===== src/rtl/teclado_port_responder.sv =====
// rtl/teclado_port_responder.sv - keyboard scan-code FIFO with port-mapped read/control and interrupt handshake
// Sits between the keyboard decoder and the processor I/O block.
module teclado_port_responder #(
  parameter logic [7:0] PORT_DATA    = 8'h31,
  parameter logic [7:0] PORT_CTRL    = 8'h30,
  parameter int         DEPTH        = 4,
  parameter int         REARM_CYCLES = 10
) (
  input  logic                     reloj,
  input  logic                     reset,
  input  logic                     tecla_strobe,
  input  logic [7:0]               tecla_codigo,
  input  logic [7:0]               port_id,
  input  logic                     read_strobe,
  input  logic                     write_strobe,
  input  logic [7:0]               out_port,
  input  logic                     interrupt_ack,
  output logic [7:0]               dato_tec,
  output logic                     interrupt_teclado,
  output logic [$clog2(DEPTH):0]   nivel,
  output logic                     overflow
);

  localparam int PW = $clog2(DEPTH);
  localparam int LW = PW + 1;
  localparam int CW = (REARM_CYCLES > 1) ? $clog2(REARM_CYCLES) : 1;
  localparam logic [LW-1:0] FULL_LVL   = LW'(DEPTH);
  localparam logic [CW-1:0] REARM_LOAD = CW'(REARM_CYCLES - 1);

  typedef enum logic [1:0] {IDLE, REQ, WAIT_ACK, HOLDOFF} state_t;

  state_t          state, state_next;
  logic [CW-1:0]   cnt, cnt_next;
  logic [PW-1:0]   wr_ptr, rd_ptr;
  logic [7:0]      mem [DEPTH];
  logic            enable;
  logic            ctrl_wr, flush, pop, push, drop;

  assign ctrl_wr = write_strobe && (port_id == PORT_CTRL);
  assign flush   = ctrl_wr && out_port[2];
  assign pop     = read_strobe && (port_id == PORT_DATA) && (nivel != '0);
  // A full FIFO still takes a push when the same cycle frees a slot.
  assign push    = tecla_strobe && ((nivel < FULL_LVL) || pop);
  // A flush discards the incoming code silently rather than counting it as lost.
  assign drop    = tecla_strobe && !push && !flush;

  always_ff @(posedge reloj) begin
    if (reset) begin
      wr_ptr   <= '0;
      rd_ptr   <= '0;
      nivel    <= '0;
      overflow <= 1'b0;
      enable   <= 1'b1;
    end else begin
      if (ctrl_wr)
        enable <= out_port[0];
      if (drop)
        overflow <= 1'b1;
      else if (ctrl_wr && out_port[1])
        overflow <= 1'b0;
      if (flush) begin
        wr_ptr <= '0;
        rd_ptr <= '0;
        nivel  <= '0;
      end else begin
        if (push)
          wr_ptr <= wr_ptr + PW'(1);
        if (pop)
          rd_ptr <= rd_ptr + PW'(1);
        if (push && !pop)
          nivel <= nivel + LW'(1);
        else if (pop && !push)
          nivel <= nivel - LW'(1);
      end
    end
  end

  always_ff @(posedge reloj) begin
    if (!reset && push && !flush)
      mem[wr_ptr] <= tecla_codigo;
  end

  assign dato_tec = (nivel != '0) ? mem[rd_ptr] : 8'h00;

  always_ff @(posedge reloj) begin
    if (reset) begin
      state <= IDLE;
      cnt   <= '0;
    end else begin
      state <= state_next;
      cnt   <= cnt_next;
    end
  end

  always_comb begin
    state_next = state;
    cnt_next   = cnt;
    case (state)
      IDLE: begin
        if (enable && (nivel != '0))
          state_next = REQ;
      end
      REQ: begin
        state_next = WAIT_ACK;
      end
      WAIT_ACK: begin
        // Disabling does not cancel an outstanding request; only ack or drain do.
        if (interrupt_ack) begin
          state_next = HOLDOFF;
          cnt_next   = REARM_LOAD;
        end else if (nivel == '0) begin
          state_next = IDLE;
        end
      end
      HOLDOFF: begin
        if (cnt == '0)
          state_next = IDLE;
        else
          cnt_next = cnt - CW'(1);
      end
      default: state_next = IDLE;
    endcase
  end

  assign interrupt_teclado = (state == REQ);

endmodule


===== config.mk =====
export PLATFORM = sky130hd
export DESIGN_NAME = teclado_port_responder
export DESIGN_NICKNAME = d
export VERILOG_FILES = /design/src/rtl/teclado_port_responder.sv
export SDC_FILE = /design/constraint.sdc
export NUM_CORES = 1
export LEC_CHECK = 0
export ABC_AREA = 1
export BUFFER_PORTS_ARGS = -buffer_cell sky130_fd_sc_hd__buf_4
export CORE_UTILIZATION = 49
export DETAILED_ROUTE_END_ITERATION = 6
export GPL_TIMING_DRIVEN = 0
export PLACE_DENSITY = 0.79
export SLEW_MARGIN = 20
export SYNTH_ARGS = -nofsm -noshare
export SYNTH_HDL_FRONTEND = slang
export SYNTH_SLANG_ARGS = --single-unit

===== constraint.sdc =====
create_clock -name reloj -period 2.1 [get_ports reloj]
set_clock_uncertainty 0.15 [all_clocks]
set_input_delay 0.105 -clock reloj [delete_from_list [all_inputs] [get_ports reloj]]
set_output_delay 0.105 -clock reloj [all_outputs]
set_load 0.02 [all_outputs]

==> flow_metrics.env <==
export IMPL_status="finished clean"
export IMPL_place_port_buffers=37
export IMPL_area_growth_pct=35.0
export IMPL_routed_wl_um=4450
export IMPL_remaining_drc_errors=0
export IMPL_initial_core_util_pct=51.2
export IMPL_grt_pass1_vias=1676
export IMPL_dp_hpwl_um=2940
export IMPL_holdCritPathClass="in2reg"
export IMPL_insertion_delay_ps=300
export IMPL_cp_depth=7
export IMPL_slew_viol_final=0
export IMPL_combPwrFrac_pct=32.6
export IMPL_r2r_slack_ps=40
export IMPL_grtUsageTotal_pct=20.4
export IMPL_fillCellCount=339
export IMPL_ys_types=29
export IMPL_final_nets=329
export IMPL_finalCritPeriodShare_pct=97.9
export IMPL_ir_worst_vdd_mv=0.630
export IMPL_leakagePower_nw=1.28
export IMPL_die_x_um=69.5
export IMPL_via_per_inst=4.99
export IMPL_p_clk_share_pct=27.2
export IMPL_ys_warn_count=0
export IMPL_seq_area_frac_synth_pct=58.3
export IMPL_worstSetupEndpoint="mem[2][0]"
export IMPL_required_ps=1900
export IMPL_power_density_nw_per_um2=987
export IMPL_whs_ps=18.6
export IMPL_stdcell_count=344
export IMPL_clk_path_buf_depth=2
export IMPL_dieArea_um2=4830
export IMPL_finalSetupViolCount=0
export IMPL_cts_tree="yes"
export IMPL_crit_path_cell_trace="nor2_4, a21oi_4, nand2_4, nand2_4, nand2_8, buf_4, nor3b_2"
export IMPL_antenna_left=0
export IMPL_htreeDepth=2
export IMPL_cpMostUsedCell="nand2_4"
export IMPL_clk_pin_slew_ps=90
export IMPL_seqPwrFrac_pct=40.2
export IMPL_crit_path_end_kind="flip-flop"
export IMPL_intPower_mw=2.03
export IMPL_gp_congestion=0.787
export IMPL_maxSlewHeadroom_pct=54.6
export IMPL_critPathLaunch="nivel[0]"
export IMPL_regToRegStartpoint="nivel[0]"
export IMPL_max_stage_delay_ps=570
export IMPL_rsz0062_at_grt="true"
export IMPL_register_area_um2=1310
export IMPL_io_pins=43
export IMPL_drtIter0Drc=140
export IMPL_postSynthRegisterBits=49
export IMPL_mostFrequentLayoutCells="45 x nor2_1, 45 x buf_4, 32 x edfxtp_1"
export IMPL_cts_sinks=49
export IMPL_reg2regPathDepth=7
export IMPL_syn_nets=261
export IMPL_cts_root_buffer="clkbuf_8"
export IMPL_fin_area_um2=3010
export IMPL_grt_pass1_wl_um=7530
export IMPL_diodes=0
export IMPL_netlist_area_um2=2230
export IMPL_netlist_instances=223
export IMPL_multiInputGateArea_um2=863
export IMPL_place_ws_ps=-31.4
export IMPL_final_util_pct=69.2
export IMPL_wl_per_cell_um=12.9
export IMPL_firstDrtPassIters=4
export IMPL_post_dp_cell_area_um2=2590
export IMPL_worst_slack_ps=43.2
export IMPL_worstMarginPinSlew_ps=679
export IMPL_timing_critical_path_buf_inv=1
export IMPL_synth_area_per_cell_um2=10.0
export IMPL_grt_max_degree=17
export IMPL_cp_slowest_cell="nor3b_2"
export IMPL_setup_tns_ps=0
export IMPL_swShare_pct=31.6
export IMPL_grt_overflow_total=0
export IMPL_dp_cells=312
export IMPL_maxCapViolCount=0
export IMPL_crit_reg2reg_capture="mem[2][0]"
export IMPL_worstPathArrival_ps=1860
export IMPL_cts_buffers=5
export IMPL_via_count=1717
export IMPL_row_count=24
export IMPL_die_height_um=69.5
export IMPL_antenna_found_initial=0
export IMPL_drive_gt1_share_pct=27.7
export IMPL_core_region_area_um2=4350
export IMPL_path_max_fanout=8
export IMPL_power_mw=2.97
export IMPL_hold_violations=0
export IMPL_crit_path_start_kind="flip-flop"
export IMPL_p_sw_uw=939
export IMPL_path_class="reg2reg"
export IMPL_fin_crit_ps=2060
export IMPL_max_freq_mhz=486
export IMPL_path_delay_family="simple AND/OR/NAND/NOR gates"
==> layer usage <==
| layer | routed length [µm] | part of all wire [%] | track usage [%] |
|---|---|---|---|
| met1 | 1850 | 41 | 23.2 |
| met2 | 2350 | 53 | 36.2 |
| met3 | 194 | 4.4 | 5.23 |
| met4 | 62 | 1.4 | 8.16 |
| met5 | 0 | 0 | 0 |
==> registers in the layout (all words and copies together), names as in the netlist, named ones only <==
| signal | cells |
|---|---|
| cnt | 4 |
| enable | 1 |
| mem | 32 |
| nivel | 3 |
| overflow | 1 |
| rd_ptr | 2 |
| state | 2 |
| wr_ptr | 2 |
==> logic make-up after synthesis <==
logic type,share of synthesized area (%)
xor gates and xnor gates,0.785
DFF,58.3
AOI/OAI and AO/OA,9.48
and+or+nand+nor,20.6
adders and majority gates,4.82
muxes,0.449
buffers and inverters,5.55
==> tightest hold or removal path: cells and delay by family <==
| kind | cells | cell delay [ps] |
|---|---|---|
| buffers and inverters | 1 | 80 |
| and+or+nand+nor | 2 | 160 |
| AOI/OAI and AO/OA | 1 | 90 |
==> power by group through the flow <==
stage / clock, mW / sequential (mW) / combinational [mW]
5_1_grt: 0.856 / 1.21 / 1.07
6_report: 0.807 / 1.20 / 0.970
3_5_place_dp: 0 / 1.24 / 0.791
2_1_floorplan: 0 / 1.25 / 0.490
4_1_cts: 0.818 / 1.19 / 0.889
3_3_place_gp: 0 / 1.23 / 0.770
==> repair_timing <==
item                                   CTS  global route
setup endpoints to repair                2            11
hold buffers                            18             0
endpoints found under the hold margin   39             0
resized for setup                        0            12
cloned                                   0             0
pin swaps                                2             8
buffers inserted                         4             3
==> layout make-up <==
cell class                 count  share of cell area (%)
sequential                    49                    43.6
clock inverter                 3                    2.29
multi-input combinational    143                    28.7
inverter                      26                    3.24
buffer                         4                   0.831
timing repair buffer          62                    17.0
tap                           52                    2.16
clock buffer                   5                    2.29
==> worst min path at each step <==
stage	start	to	slack [ps]	cells after the start
floorplan	reset	cnt[3]	20	1
global placement	reset	cnt[1]	160	2
detailed placement	tecla_codigo[4]	mem[2][4]	160	1
CTS	out_port[2]	overflow	9	4
global route	out_port[2]	overflow	40	4
finish	out_port[2]	overflow	20	4
==> cell usage after synthesis, drive strengths merged <==
master / n / share of area, %
nor2: 49 / 9.5
edfxtp: 32 / 43
inv: 26 / 4.4
nand2: 23 / 4.9
o21ai: 21 / 4.7
dfxtp: 17 / 15
a21oi: 15 / 3.9
nand3: 13 / 2.9
ha: 7 / 3.9
buf: 4 / 1.0
nor3b: 4 / 2.2
nor3: 2 / 0.45
xor2: 2 / 0.79
a211oi: 1 / 0.34
a31oi: 1 / 0.28
clkbuf: 1 / 0.17
fa: 1 / 0.90
mux2i: 1 / 0.45
nand4: 1 / 0.28
o22ai: 1 / 0.28
or2: 1 / 0.28
Power figures use the tool's default switching activity.
